[config.mk]
export PLATFORM = sky130hd
export DESIGN_NAME = vend_ctrl_flat
export DESIGN_NICKNAME = d
export VERILOG_FILES = /design/src/rtl/vend_ctrl_if.sv /design/src/rtl/vend_ctrl.sv /design/src/flat_wrapper.sv
export SDC_FILE = /design/constraint.sdc
export NUM_CORES = 1
export LEC_CHECK = 0
export CAP_MARGIN = 20
export CORE_ASPECT_RATIO = 1.2
export CORE_MARGIN = 5
export CORE_UTILIZATION = 51
export DETAILED_ROUTE_END_ITERATION = 16
export PLACE_DENSITY = 0.74
export RECOVER_POWER = 25
export SYNTH_ARGS = -nofsm -noshare
export SYNTH_HDL_FRONTEND = slang
export SYNTH_SLANG_ARGS = --single-unit
[constraint.sdc]
create_clock -name clk -period 10.2 [get_ports clk]
set_input_delay 2.04 -clock clk [delete_from_list [all_inputs] [get_ports clk]]
set_output_delay 2.04 -clock clk [all_outputs]
set_load 0.05 [all_outputs]
[src/rtl/vend_ctrl_if.sv]
// vend_ctrl_if: front-panel, supplier restock and dispenser/hopper signals of vend_ctrl.
// The slave modport is the controller's view; master is the panel/supplier side.
interface vend_ctrl_if #(
  parameter int NUM_ITEMS = 8,
  parameter int MAX_STOCK = 15,
  parameter int PRICE_W   = 8,
  parameter int BAL_W     = 16
);
  localparam int IW = $clog2(NUM_ITEMS);
  localparam int CW = $clog2(MAX_STOCK + 1);

  logic [1:0]         coins;
  logic               select_valid;
  logic [IW-1:0]      select_id;
  logic               cancel;
  logic               restock_valid;
  logic [IW-1:0]      restock_item;
  logic [CW-1:0]      restock_count;
  logic [PRICE_W-1:0] restock_cost;
  logic               busy;
  logic [1:0]         status;
  logic [BAL_W-1:0]   balance;
  logic               product_valid;
  logic [IW-1:0]      product_id;
  logic               change_valid;
  logic [BAL_W-1:0]   change;

  modport master (
    output coins, select_valid, select_id, cancel,
           restock_valid, restock_item, restock_count, restock_cost,
    input  busy, status, balance, product_valid, product_id, change_valid, change
  );

  modport slave (
    input  coins, select_valid, select_id, cancel,
           restock_valid, restock_item, restock_count, restock_cost,
    output busy, status, balance, product_valid, product_id, change_valid, change
  );
endinterface

[src/rtl/vend_ctrl.sv]
// vend_ctrl: multi-slot vending controller with coin credit, idle watchdog refund and change.
// Defining VEND_LOW_STOCK_EN adds a registered per-slot low_stock output.
module vend_ctrl #(
  parameter int NUM_ITEMS = 8,
  parameter int MAX_STOCK = 15,
  parameter int PRICE_W   = 8,
  parameter int BAL_W     = 16,
  parameter int TIMEOUT   = 512
) (
  input  logic                 clk,
  input  logic                 hrst,
`ifdef VEND_LOW_STOCK_EN
  output logic [NUM_ITEMS-1:0] low_stock,
`endif
  vend_ctrl_if.slave           bus
);
  localparam int IW = $clog2(NUM_ITEMS);
  localparam int CW = $clog2(MAX_STOCK + 1);
  localparam int TW = $clog2(TIMEOUT);
  localparam logic [TW-1:0] TIMER_INIT = TW'(TIMEOUT - 1);

  localparam logic [1:0] ST_OK    = 2'b00;
  localparam logic [1:0] ST_AVAIL = 2'b01;
  localparam logic [1:0] ST_OOS   = 2'b10;
  localparam logic [1:0] ST_ERR   = 2'b11;

  typedef enum logic [2:0] {
    S_IDLE, S_RESTOCK, S_CHECK, S_COLLECT, S_DISPENSE, S_REFUND
  } state_t;

  state_t             state_q, state_d;
  logic [IW-1:0]      sel_q, sel_d;
  logic [IW-1:0]      r_item_q, r_item_d;
  logic [CW-1:0]      r_count_q, r_count_d;
  logic [PRICE_W-1:0] r_cost_q, r_cost_d;
  logic [BAL_W-1:0]   credit_q, credit_d;
  logic [TW-1:0]      timer_q, timer_d;
  logic [CW-1:0]      stock_q [NUM_ITEMS];
  logic [CW-1:0]      stock_d [NUM_ITEMS];
  logic [PRICE_W-1:0] price_q [NUM_ITEMS];
  logic [PRICE_W-1:0] price_d [NUM_ITEMS];
  logic [1:0]         status_q, status_d;
  logic               busy_q, busy_d;
  logic               product_valid_q, product_valid_d;
  logic [IW-1:0]      product_id_q, product_id_d;
  logic               change_valid_q, change_valid_d;
  logic [BAL_W-1:0]   change_q, change_d;

  logic [BAL_W:0]     coin_val;
  logic [BAL_W:0]     credit_sum;
  logic [BAL_W-1:0]   credit_sat;
  logic [CW:0]        restock_sum;

  always_comb begin
    coin_val = '0;
    case (bus.coins)
      2'b01:   coin_val = (BAL_W+1)'(5);
      2'b10:   coin_val = (BAL_W+1)'(10);
      2'b11:   coin_val = (BAL_W+1)'(25);
      default: coin_val = '0;
    endcase
  end

  assign credit_sum  = {1'b0, credit_q} + coin_val;
  assign credit_sat  = credit_sum[BAL_W] ? '1 : credit_sum[BAL_W-1:0];
  assign restock_sum = {1'b0, stock_q[r_item_q]} + {1'b0, r_count_q};

  // Strobes and change are produced on the transition into DISPENSE/REFUND so
  // they are registered and visible for exactly the one cycle spent there.
  always_comb begin
    state_d         = state_q;
    sel_d           = sel_q;
    r_item_d        = r_item_q;
    r_count_d       = r_count_q;
    r_cost_d        = r_cost_q;
    credit_d        = credit_q;
    timer_d         = timer_q;
    stock_d         = stock_q;
    price_d         = price_q;
    status_d        = status_q;
    product_valid_d = 1'b0;
    product_id_d    = product_id_q;
    change_valid_d  = 1'b0;
    change_d        = '0;

    case (state_q)
      S_IDLE: begin
        if (bus.restock_valid) begin
          r_item_d  = bus.restock_item;
          r_count_d = bus.restock_count;
          r_cost_d  = bus.restock_cost;
          state_d   = S_RESTOCK;
        end else if (bus.select_valid) begin
          sel_d   = bus.select_id;
          state_d = S_CHECK;
        end
      end
      S_RESTOCK: begin
        if (restock_sum > (CW+1)'(MAX_STOCK)) begin
          status_d = ST_ERR;
        end else begin
          stock_d[r_item_q] = restock_sum[CW-1:0];
          status_d          = ST_OK;
        end
        if (r_cost_q != '0) price_d[r_item_q] = r_cost_q;
        state_d = S_IDLE;
      end
      S_CHECK: begin
        if (stock_q[sel_q] == '0 || price_q[sel_q] == '0) begin
          status_d = ST_OOS;
          state_d  = S_IDLE;
        end else begin
          status_d = ST_AVAIL;
          credit_d = '0;
          timer_d  = TIMER_INIT;
          state_d  = S_COLLECT;
        end
      end
      S_COLLECT: begin
        if (bus.coins != 2'b00) begin
          credit_d = credit_sat;
          timer_d  = TIMER_INIT;
        end else if (timer_q != '0) begin
          timer_d = timer_q - TW'(1);
        end
        if (credit_q >= BAL_W'(price_q[sel_q])) begin
          state_d         = S_DISPENSE;
          product_valid_d = 1'b1;
          product_id_d    = sel_q;
          change_valid_d  = 1'b1;
          change_d        = credit_d - BAL_W'(price_q[sel_q]);
          status_d        = ST_OK;
        end else if (bus.cancel) begin
          state_d        = S_REFUND;
          change_valid_d = 1'b1;
          change_d       = credit_d;
        end else if (timer_q == '0) begin
          state_d        = S_REFUND;
          change_valid_d = 1'b1;
          change_d       = credit_d;
          status_d       = ST_ERR;
        end
      end
      S_DISPENSE: begin
        stock_d[sel_q] = stock_q[sel_q] - CW'(1);
        credit_d       = '0;
        state_d        = S_IDLE;
      end
      S_REFUND: begin
        credit_d = '0;
        state_d  = S_IDLE;
      end
      default: state_d = S_IDLE;
    endcase

    busy_d = (state_d != S_IDLE);
  end

  always_ff @(posedge clk or posedge hrst) begin
    if (hrst) begin
      state_q         <= S_IDLE;
      sel_q           <= '0;
      r_item_q        <= '0;
      r_count_q       <= '0;
      r_cost_q        <= '0;
      credit_q        <= '0;
      timer_q         <= TIMER_INIT;
      stock_q         <= '{default: '0};
      price_q         <= '{default: '0};
      status_q        <= ST_OK;
      busy_q          <= 1'b0;
      product_valid_q <= 1'b0;
      product_id_q    <= '0;
      change_valid_q  <= 1'b0;
      change_q        <= '0;
    end else begin
      state_q         <= state_d;
      sel_q           <= sel_d;
      r_item_q        <= r_item_d;
      r_count_q       <= r_count_d;
      r_cost_q        <= r_cost_d;
      credit_q        <= credit_d;
      timer_q         <= timer_d;
      stock_q         <= stock_d;
      price_q         <= price_d;
      status_q        <= status_d;
      busy_q          <= busy_d;
      product_valid_q <= product_valid_d;
      product_id_q    <= product_id_d;
      change_valid_q  <= change_valid_d;
      change_q        <= change_d;
    end
  end

`ifdef VEND_LOW_STOCK_EN
  logic [NUM_ITEMS-1:0] low_stock_q;

  always_ff @(posedge clk or posedge hrst) begin
    if (hrst) begin
      low_stock_q <= '0;
    end else begin
      for (int i = 0; i < NUM_ITEMS; i++) low_stock_q[i] <= (stock_q[i] <= CW'(1));
    end
  end

  assign low_stock = low_stock_q;
`endif

  assign bus.busy          = busy_q;
  assign bus.status        = status_q;
  assign bus.balance       = credit_q;
  assign bus.product_valid = product_valid_q;
  assign bus.product_id    = product_id_q;
  assign bus.change_valid  = change_valid_q;
  assign bus.change        = change_q;
endmodule

[src/flat_wrapper.sv]
// flat-port wrapper written by rule: the top's interface ports become plain ports
module vend_ctrl_flat 
#(
  parameter int NUM_ITEMS = 8,
  parameter int MAX_STOCK = 15,
  parameter int PRICE_W   = 8,
  parameter int BAL_W     = 16,
  parameter int TIMEOUT   = 512
)
  (clk, hrst, bus_coins, bus_select_valid, bus_select_id, bus_cancel, bus_restock_valid, bus_restock_item, bus_restock_count, bus_restock_cost, bus_busy, bus_status, bus_balance, bus_product_valid, bus_product_id, bus_change_valid, bus_change);
  vend_ctrl_if #(.NUM_ITEMS(NUM_ITEMS), .MAX_STOCK(MAX_STOCK), .PRICE_W(PRICE_W), .BAL_W(BAL_W)) bus_i ();
  input  logic clk;
  input  logic hrst;
  input wire logic [$bits(bus_i.coins)-1:0] bus_coins;
  input wire logic [$bits(bus_i.select_valid)-1:0] bus_select_valid;
  input wire logic [$bits(bus_i.select_id)-1:0] bus_select_id;
  input wire logic [$bits(bus_i.cancel)-1:0] bus_cancel;
  input wire logic [$bits(bus_i.restock_valid)-1:0] bus_restock_valid;
  input wire logic [$bits(bus_i.restock_item)-1:0] bus_restock_item;
  input wire logic [$bits(bus_i.restock_count)-1:0] bus_restock_count;
  input wire logic [$bits(bus_i.restock_cost)-1:0] bus_restock_cost;
  output wire logic [$bits(bus_i.busy)-1:0] bus_busy;
  output wire logic [$bits(bus_i.status)-1:0] bus_status;
  output wire logic [$bits(bus_i.balance)-1:0] bus_balance;
  output wire logic [$bits(bus_i.product_valid)-1:0] bus_product_valid;
  output wire logic [$bits(bus_i.product_id)-1:0] bus_product_id;
  output wire logic [$bits(bus_i.change_valid)-1:0] bus_change_valid;
  output wire logic [$bits(bus_i.change)-1:0] bus_change;
  assign bus_i.coins = bus_coins;
  assign bus_i.select_valid = bus_select_valid;
  assign bus_i.select_id = bus_select_id;
  assign bus_i.cancel = bus_cancel;
  assign bus_i.restock_valid = bus_restock_valid;
  assign bus_i.restock_item = bus_restock_item;
  assign bus_i.restock_count = bus_restock_count;
  assign bus_i.restock_cost = bus_restock_cost;
  assign bus_busy = bus_i.busy;
  assign bus_status = bus_i.status;
  assign bus_balance = bus_i.balance;
  assign bus_product_valid = bus_i.product_valid;
  assign bus_product_id = bus_i.product_id;
  assign bus_change_valid = bus_i.change_valid;
  assign bus_change = bus_i.change;
  vend_ctrl #(.NUM_ITEMS(NUM_ITEMS), .MAX_STOCK(MAX_STOCK), .PRICE_W(PRICE_W), .BAL_W(BAL_W), .TIMEOUT(TIMEOUT)) u_core (.clk(clk), .hrst(hrst), .bus(bus_i));
endmodule
==> results of run 1 <==
[logic make-up after synthesis]
kind of cell / share of synthesized area (%)
AND/OR/NAND/NOR: 12.8
AO/OA/AOI/OAI: 16.1
flip-flops: 44.5
multiplexers: 16.9
buffers and inverters: 3.31
adder cells (fa/ha/maj): 4.78
XOR/XNOR: 1.67
[through the flow]
| step | utilization, % | worst slack, ns | total power, µW |
|---|---|---|---|
| finish | 59.4 | 3.40 | 3540 |
| global route | 59.4 | 3.21 | 3740 |
| CTS | 59.4 | 3.47 | 3520 |
| detailed placement | 56.0 | 3.07 | 2840 |
| global placement | 56.0 | 3.18 | 2810 |
| floorplan | - | 3.68 | 2370 |
[power breakdown]
group | switching [µW] | internal, µW | leakage [µW]
Clock | 275 | 386 | 0.000289
Sequential | 226 | 901 | 0.00209
Combinational | 1030 | 723 | 0.00214
Total | 1530 | 2010 | 0.00452
[critical path: cells and delay by family]
family	cells	cell delay [ns]
AOI/OAI and AO/OA	9	2.30
buffers and inverters	2	0.57
adders and majority gates	4	1.39
and+or+nand+nor	2	0.84
[flip-flops by register name (all words and copies together), names as in the netlist]
signal                    flops
u_core.price_q               64
u_core.stock_q               32
u_core.bus.balance           16
u_core.bus.change            16
u_core.timer_q                9
u_core.r_cost_q               8
u_core.r_count_q              4
u_core.bus.product_id         3
u_core.r_item_q               3
u_core.sel_q                  3
u_core.state_q                3
u_core.bus.status             2
u_core.bus.busy               1
u_core.bus.change_valid       1
u_core.bus.product_valid      1
[metal layers]
metal  routed length (µm)  vias to the layer above
met5                    0                        -
met4                  682                        0
met3                 1620                       52
met2                12200                      326
met1                10100                     3684
li1                     -                     3364
[cell type report]
cell class                      instances  share of cell area [%]
Clock inverter                         11                    1.28
Multi-Input combinational cell        638                    45.4
Timing Repair Buffer                   71                    6.45
Clock buffer                           21                    4.38
Tap cell                              224                    2.61
Inverter                               33                    1.16
Sequential cell                       166                    38.7
[worst max path at each step]
stage / from / endpoint / slack, ns / cells after the start
finish: bus_coins[0] / u_core.bus.change[12] / 3.40 / 17
detailed placement: bus_coins[0] / u_core.bus.change[12] / 3.07 / 17
global placement: bus_coins[0] / u_core.bus.change[14] / 3.18 / 17
global route: bus_coins[0] / u_core.bus.change[13] / 3.21 / 15
CTS: bus_coins[0] / u_core.bus.change[12] / 3.47 / 17
floorplan: hrst / u_core.bus.balance[0] / 3.68 / 1
[cell usage after synthesis, types with 5 or more instances]
library cell  instances  area share (%)
dfrtp_1             157              42
mux2_2               96              12
nand2_1              75             3.0
nor2_1               57             2.3
o21ai_0              44             2.4
a21oi_1              33             1.8
inv_1                33             1.3
ha_1                 31             4.1
nand3_1              26             1.4
clkbuf_1             21            0.84
nor3_1               21             1.1
mux2i_1              19             2.0
o221ai_1             16             1.5
nor2b_1              15             1.0
a221oi_1             13             1.2
mux4_2               13             3.1
buf_2                10            0.53
a211oi_1              9            0.72
buf_1                 9            0.36
dfstp_2               9             2.5
xnor2_1               9            0.84
and2_1                8            0.53
o22ai_1               8            0.53
o31ai_1               8            0.64
a21o_1                7            0.56
o22a_1                7            0.65
xor2_1                7            0.65
a221o_1               6            0.64
a31oi_1               6            0.40
and3_1                6            0.40
nand4_1               6            0.40
o21a_1                6            0.48
or3_1                 5            0.33
[cell usage in the layout, fill, tap and decap left out, types with 15 or more instances in the layout]
master	synthesis	routed
inv_1	33	32
nand2_1	75	75
mux2i_1	19	19
nor2b_1	15	15
o21ai_0	44	44
o221ai_1	16	16
mux2_2	96	96
nor3_1	21	22
clkbuf_16	0	17
dfrtp_1	157	157
ha_1	31	31
a21oi_1	33	33
nand3_1	26	26
nor2_1	57	57
clkdlybuf4s50_1	0	62
==> results.py, run 1 <==
metrics = {
    "synth": {
        "netlist_instances": 880,
        "syn_nets": 939,
        "ys_ff_latch": 166,
        "yosysSeqAreaShare_pct": 44.5,
        "async_flop_share_pct": 100,
        "synth_area_um2": 9360,
        "synth_cell_types": 78,
        "synth_ff_type": "dfrtp_1",
        "post_synth.cell_area_avg_um2": 10.6,
        "yosys_warnings": 0,
        "synth_edf_count": 0,
    },
    "global_route": {
        "grt_pass1_vias": 7368,
        "grt_use_met2_pct": 41.0,
        "grt_use_total_pct": 23.7,
        "grt_pass1_wl_mm": 39.5,
        "met1_usage_pct": 29.8,
        "grt_max_degree": 98,
        "antenna_found_initial": 0,
        "grt.busiest_layer": "met2",
        "grt_use_met3_pct": 4.68,
        "grt-ovfl-total": 0,
    },
    "floorplanning": {
        "ioPinCount": 65,
        "fp.dieH_um": 158,
        "core_area_um2": 18100,
        "start_util_pct": 51.7,
        "chipWidth_um": 134,
        "die-area_um2": 21200,
        "num_rows": 54,
    },
    "power": {
        "power_density_nw_per_um2": 329,
        "leakagePower_uw": 0.00452,
        "ir_worst_vdd_v": 0.000207,
    },
    "routing": {
        "final_antenna_net_count": 0,
        "drc": 0,
        "dr.first_iter.drc_count": 786,
        "drt-vias-per-instance": 6.38,
        "drt_first_pass_iters": 6,
        "vias": 7426,
        "wl_per_cell_um": 21.1,
        "routed_wl_mm": 24.6,
    },
    "setup_path": {
        "critPathSlowestCell": "clkdlybuf4s50_1",
        "cp_max_fo": 7,
        "r2r-start": "u_core.bus.balance[0]",
        "worst_setup_path_end_kind": "flip-flop",
        "worst-setup-path-type": "input port to flip-flop",
        "reg2reg_setup_slack_ns": 5.14,
        "worst_r2r_endpoint": "u_core.bus.change[12]",
        "startpoint_type": "input port",
        "crit_arrival_ns": 7.14,
        "crit_required_ns": 10.53,
        "worst_r2r_path_depth": 16,
        "slowest_delay_ns": 0.52,
        "crit_chain": "clkdlybuf4s50_1, ha_1, fa_1, a211oi_1, o21ba_2, o31ai_1, o22ai_1, ha_1, inv_1, fa_1, a211oi_1, o21bai_1, a21o_1, a311o_1, or4_4, or3_1, a21oi_1",
    },
    "layout": {
        "fillers": 1529,
        "syn2layout_area_growth_pct": 14.9,
        "fin_area_um2": 10800,
        "ff_latch_area_um2": 4170,
        "final_cell_count_no_fill": 1164,
        "nNetsFinal": 986,
        "drive_above_1_share_pct": 18.8,
        "n_antenna_cell": 0,
        "multiInputGateArea_um2": 4880,
    },
    "place": {
        "dp_cells": 1131,
        "io_buffers": 64,
        "place_hpwl_mm": 17.4,
        "placed_cell_area_um2": 10100,
        "gp_congestion": 0.967,
    },
    "sta": {
        "slew_viol_final": 98,
        "maxSlewHeadroom_pct": -181,
        "max_freq_ghz": 0.147,
        "skew_ns": 0.00740,
        "tns_ns": 0,
        "period_minus_slack_ns": 6.80,
        "hold_viol": 0,
        "finalSetupViolations": 0,
        "rsz0062_at_grt": "false",
        "hold_ws_ns": 0.498,
        "worstMarginPinSlew_ns": 4.19,
        "period_share_pct": 66.7,
    },
    "clocking": {
        "htreeDepth": 4,
        "clockBufferDepth": 2,
        "clk_latency_ns": 0.42,
        "clockRootBuffer": "clkbuf_16",
        "hold_buffers": 0,
        "cts-resized-gates": 0,
        "postCtsSetupBuffers": 0,
        "cts_buffers": 17,
        "cts_tree": "built",
        "cts_num_sinks": 166,
        "clkTransAtPathRegs_ns": 0.06,
    },
    "status": {
        "violations": "capacitance limit, slew limit",
        "outcome": "finished with violations",
    },
    "worst_hold_path": {
        "min_from": "u_core.price_q[23]",
        "hold_class": "flip-flop to flip-flop",
        "holdPathEnd": "u_core.price_q[23]",
        "holdPathStages": 1,
    },
    "job": {
        "drv_cap": 2,
    },
}
No activity file was read; power rests on OpenSTA's default activity.
==> run 2, diff against run 1 <==
--- a/config.mk
+++ b/config.mk
@@ -10,7 +10,7 @@
 export CORE_MARGIN = 5
 export CORE_UTILIZATION = 51
 export DETAILED_ROUTE_END_ITERATION = 16
-export PLACE_DENSITY = 0.74
+export PLACE_DENSITY = 0.76
 export RECOVER_POWER = 25
 export SYNTH_ARGS = -nofsm -noshare
 export SYNTH_HDL_FRONTEND = slang
==> constraint.sdc (replaced) <==
create_clock -name clk -period 6.2 [get_ports clk]
set_input_delay 1.24 -clock clk [delete_from_list [all_inputs] [get_ports clk]]
set_output_delay 1.24 -clock clk [all_outputs]
set_load 0.05 [all_outputs]
==> run 2 against run 1 <==
- the flow still finishes with violations (capacitance limit, slew limit)
- critical path depth unchanged
- sequential power grew 70%
- clock-buffer cell count down 2
- sequential share of layout area grew 0.072 points
- final cell count increased by 0.17%
- critical endpoint unchanged
- largest power group unchanged
==> results.py, run 2 (synthesis results as in run 1) <==
metrics = {
    "place": {
        "place_hpwl_mm": 17.7,
        "gp_congestion": 0.963,
        "io_buffers": 64,
        "dp_cells": 1133,
    },
    "routing": {
        "dr.first_iter.drc_count": 785,
        "routed_wl_mm": 24.5,
        "final_antenna_net_count": 0,
        "drc": 0,
        "drt-vias-per-instance": 6.40,
        "vias": 7458,
        "wl_per_cell_um": 21.0,
        "drt_first_pass_iters": 6,
    },
    "setup_path": {
        "critPathSlowestCell": "clkdlybuf4s50_1",
        "slowest_delay_ns": 0.53,
        "startpoint_type": "input port",
        "worst-setup-path-type": "input port to flip-flop",
        "cp_top_family": "compound AO/OA/AOI/OAI gates",
        "reg2reg_setup_slack_ns": 1.21,
        "cp_max_fo": 7,
        "worst_setup_path_end_kind": "flip-flop",
        "crit_chain": "clkdlybuf4s50_1, ha_1, fa_1, a211oi_1, o21ba_2, o31ai_1, o22ai_1, ha_1, inv_1, fa_1, a211oi_1, o21bai_1, a21o_1, a311o_1, or4_4, or3_1, a21oi_1",
        "crit_required_ns": 6.55,
        "cp_num_buf_inv": 2,
        "crit_arrival_ns": 6.24,
    },
    "floorplanning": {
        "ioPinCount": 65,
        "die-area_um2": 21200,
        "num_rows": 54,
        "chipWidth_um": 134,
        "core_area_um2": 18100,
        "start_util_pct": 51.7,
        "fp.dieH_um": 158,
    },
    "sta": {
        "hold_viol": 0,
        "maxSlewHeadroom_pct": -80.2,
        "finalSetupViolations": 0,
        "period_share_pct": 95.0,
        "slew_viol_final": 106,
        "worstMarginPinSlew_ns": 2.69,
        "max_freq_ghz": 0.170,
        "rsz0062_at_grt": "false",
        "skew_ns": 0.0129,
        "period_minus_slack_ns": 5.89,
    },
    "status": {
        "outcome": "finished with violations",
        "violations": "capacitance limit, slew limit",
    },
    "layout": {
        "largest_reg_flops": 64,
        "drive_above_1_share_pct": 19.0,
        "largest-register": "u_core.price_q",
        "final_common_cell": "dfrtp_1",
        "syn2layout_area_growth_pct": 14.6,
        "finish.utilization_pct": 59.3,
        "n_antenna_cell": 0,
        "final_cell_mix": "dfrtp_1, mux2_2, nand2_1",
        "reg.largest.list": "u_core.price_q x64, u_core.stock_q x32",
        "multiInputGateArea_um2": 4890,
        "nNetsFinal": 988,
        "final_cell_count_no_fill": 1166,
        "fillers": 1493,
        "ff_latch_area_um2": 4170,
    },
    "clocking": {
        "htreeDepth": 4,
        "postCtsSetupBuffers": 0,
        "cts_tree": "built",
        "hold_buffers": 0,
        "cts_num_sinks": 166,
        "cts_buffers": 17,
        "clockBufferDepth": 2,
        "clk_latency_ns": 0.43,
        "clockRootBuffer": "clkbuf_16",
        "clkTransAtPathRegs_ns": 0.07,
        "cts-resized-gates": 0,
    },
    "job": {
        "drv_cap": 2,
    },
    "global_route": {
        "antenna_found_initial": 0,
        "grt-ovfl-total": 0,
        "grt_pass1_vias": 7360,
        "grt_use_total_pct": 23.7,
        "grt_pass1_wl_mm": 39.5,
        "grt_max_degree": 65,
    },
    "power": {
        "power_density_nw_per_um2": 537,
        "ir_worst_vdd_v": 0.000337,
        "leakagePower_uw": 0.00451,
    },
    "worst_hold_path": {
        "hold_class": "flip-flop to flip-flop",
    },
}
run 2: changes by cell type in the layout (fill, tap and decap cells not counted):
cell and change:
bufinv_16 -1, clkbuf_1 +1, clkbuf_8 -1, clkinv_2 +3, clkinv_4 +1, inv_6 -1
nor3_1 -1, nor3_2 +1
run 2: layout make-up:
class,count,share of cell area (%)
multi-input combinational,638,45.5
tap,224,2.61
timing repair buffer,73,6.62
clock inverter,13,1.14
sequential,166,38.8
inverter,33,1.17
clock buffer,19,4.13
run 2: tightest hold or removal path, stage by stage, from the launching register on:
cell and delay (ns):
dfrtp_1 0.34, nand2_1 0.05, o21ai_0 0.06
run 2: worst paths after layout:
kind,start,to,cells past startpoint
max,bus_coins[0],u_core.bus.change[12],17
min in group asynchronous,hrst,u_core.r_count_q[0],2
max reg2reg,u_core.sel_q[0],u_core.bus.change[4],12
min reg2reg,u_core.bus.product_id[0],u_core.bus.product_id[0],2
max in group asynchronous,hrst,u_core.bus.status[1],3
min,u_core.bus.product_id[0],u_core.bus.product_id[0],2
run 2: metal layers:
metal | vias to the layer above | wire length, µm | track usage [%]
met5 | - | 0 | 0
met4 | 0 | 740 | 8.67
met3 | 68 | 1590 | 4.71
met2 | 329 | 12100 | 40.5
met1 | 3671 | 10100 | 30.3
li1 | 3390 | - | -
run 2: where the power goes:
group / internal, µW / switching (µW)
Combinational: 1200 / 1630
Clock: 568 / 452
Sequential: 1480 / 435
run 2: metrics by stage:
stage | total power, µW | TNS (ns) | cell area [µm²] | setup slack [ns] | hold slack, ns
floorplan | 3900 | 0 | 9360 | 0.485 | 0.463
finish | 5760 | 0 | 10700 | 0.310 | 0.491
global route | 6100 | 0 | 10700 | 0.113 | 0.512
CTS | 5730 | 0 | 10700 | 0.415 | 0.495
detailed placement | 4700 | -0.0354 | 10200 | -0.0177 | 0.481
global placement | 4610 | 0 | 10200 | 0.109 | 0.466
==> run 3, diff against run 2 <==
--- a/config.mk
+++ b/config.mk
@@ -6,7 +6,6 @@
 export NUM_CORES = 1
 export LEC_CHECK = 0
 export CAP_MARGIN = 20
-export CORE_ASPECT_RATIO = 1.2
 export CORE_MARGIN = 5
 export CORE_UTILIZATION = 51
 export DETAILED_ROUTE_END_ITERATION = 16
==> run 3 against run 2 <==
- the run still ends with capacitance limit, slew limit left
- core utilization grew 0.40 points
- first-iteration DRC count fell by 23%
- sequential share of layout area decreased by 0.081 points
- highest routed layer unchanged
- largest power group unchanged
- non-clock buffer count grew 1
- global-route usage fell by 0.42 points
- register-to-register slack gained 0.08 ns
- final cell count up 0.51%
- fmax rose by 0.99%
- die area hardly changed
==> results.py, run 3 (synthesis results as in run 1) <==
metrics = {
    "setup_path": {
        "worst_setup_path_end_kind": "flip-flop",
        "worstSetupStartpoint": "bus_coins[0]",
        "r2r-start": "u_core.bus.balance[0]",
        "startpoint_type": "input port",
        "crit_arrival_ns": 6.17,
        "worst_r2r_path_depth": 16,
        "cp_max_fo": 7,
        "crit_required_ns": 6.54,
        "worst-setup-path-type": "input port to flip-flop",
    },
    "sta": {
        "maxSlewHeadroom_pct": -149,
        "rsz0062_at_grt": "false",
        "skew_ns": 0.0112,
        "finalSetupViolations": 0,
        "hold_viol": 0,
        "period_minus_slack_ns": 5.83,
        "fin_ws_ns": 0.368,
        "period_share_pct": 94.1,
        "slew_viol_final": 99,
        "max_freq_ghz": 0.171,
        "hold_ws_ns": 0.498,
        "worstMarginPinSlew_ns": 3.74,
    },
    "clocking": {
        "clockBufferDepth": 2,
        "cts_buffers": 17,
        "cts-resized-gates": 0,
        "clk_latency_ns": 0.44,
        "htreeDepth": 4,
        "cts_num_sinks": 166,
        "postCtsSetupBuffers": 0,
        "cts_tree": "built",
        "clockRootBuffer": "clkbuf_16",
        "hold_buffers": 0,
        "clkTransAtPathRegs_ns": 0.07,
    },
    "routing": {
        "drc": 0,
        "dr.first_iter.drc_count": 601,
        "wl_met3_mm": 1.87,
        "vias": 7421,
        "met2_length_mm": 11.3,
        "drt_first_pass_iters": 5,
        "drt-vias-per-instance": 6.33,
        "wl_met1_mm": 10.6,
        "routed_wl_mm": 24.4,
        "final_antenna_net_count": 0,
        "highest_layer": "met4",
        "wl_per_cell_um": 20.8,
    },
    "floorplanning": {
        "die-area_um2": 21200,
        "fp.dieH_um": 145,
        "start_util_pct": 51.9,
        "core_area_um2": 18000,
        "ioPinCount": 65,
        "chipWidth_um": 145,
        "num_rows": 49,
    },
    "power": {
        "ir_worst_vdd_v": 0.000306,
        "leakagePower_uw": 0.00453,
        "total_power_uw": 5770,
        "power_density_nw_per_um2": 536,
    },
    "place": {
        "gp_congestion": 0.973,
        "dp_slack_ns": -0.0210,
        "place_hpwl_mm": 17.2,
        "io_buffers": 64,
    },
    "layout": {
        "n_antenna_cell": 0,
        "final_cell_mix": "dfrtp_1, mux2_2, nand2_1",
        "finish.utilization_pct": 59.7,
        "drive_above_1_share_pct": 19.1,
        "largest_reg_flops": 64,
        "final_common_cell": "dfrtp_1",
        "largest-register": "u_core.price_q",
        "syn2layout_area_growth_pct": 14.9,
        "nNetsFinal": 989,
        "reg.largest.list": "u_core.price_q x64, u_core.stock_q x32",
    },
    "worst_hold_path": {
        "hold_class": "flip-flop to flip-flop",
        "holdPathStages": 1,
        "min_from": "u_core.price_q[23]",
    },
    "job": {
        "drv_cap": 1,
    },
    "global_route": {
        "grt_max_degree": 99,
        "grt_use_total_pct": 23.3,
        "grt-ovfl-total": 0,
        "grt_pass1_vias": 7288,
        "grt_pass1_wl_mm": 40.1,
        "antenna_found_initial": 0,
    },
    "status": {
        "violations": "capacitance limit, slew limit",
        "outcome": "finished with violations",
    },
}
-- run 3: changes by cell type in the layout (fill, tap and decap cells not counted), sizes merged --
cell      delta
inv          +4
buf          +3
clkinvlp     -3
clkbuf       -2
clkinv       -1
-- run 3: worst max-delay path, cell delays in order --
cell	delay (ns)
clkdlybuf4s50_1	0.54
ha_1	0.30
fa_1	0.43
a211oi_1	0.34
o21ba_2	0.29
o31ai_1	0.17
o22ai_1	0.24
ha_1	0.19
inv_1	0.05
fa_1	0.41
a211oi_1	0.25
o21bai_1	0.11
a21o_1	0.20
a311o_1	0.42
or4_4	0.46
or3_1	0.38
a21oi_1	0.17
-- run 3: worst paths after layout --
check	endpoint	slack [ns]
max	u_core.bus.change[12]	0.37
min	u_core.price_q[23]	0.50
max reg2reg	u_core.bus.change[12]	1.29
min reg2reg	u_core.price_q[23]	0.50
max in group asynchronous	u_core.r_cost_q[7]	1.38
min in group asynchronous	u_core.stock_q[2]	2.62
-- run 3: through the flow --
step | TNS (ns) | instances | cell area [µm²]
after floorplan | 0 | 880 | 9360
after global placement | 0 | 1140 | 10200
after detailed placement | -0.0210 | 1140 | 10200
after CTS | 0 | 1172 | 10800
after global routing | 0 | 1172 | 10800
final | 0 | 1172 | 10800
-- run 3: layout make-up --
type                            instances  area (µm²)
Fill cell                            1504        7270
Multi-Input combinational cell        638        4890
Sequential cell                       166        4170
Timing Repair Buffer                   74         716
Clock buffer                           19         443
Tap cell                              229         287
Clock inverter                         13         135
Inverter                               33         124
-- run 3: report_power, final --
part	internal [µW]	switching [µW]	leakage (µW)
Sequential	1480	435	0.00209
Combinational	1200	1610	0.00216
Clock	576	468	0.000283
Total	3260	2510	0.00453
-- run 3: layer usage --
layer  GRT usage [%]  up-vias
met4            8.07        0
met3            4.83       55
met2            36.1      342
li1                -     3377
met1            32.8     3647
met5               0        -
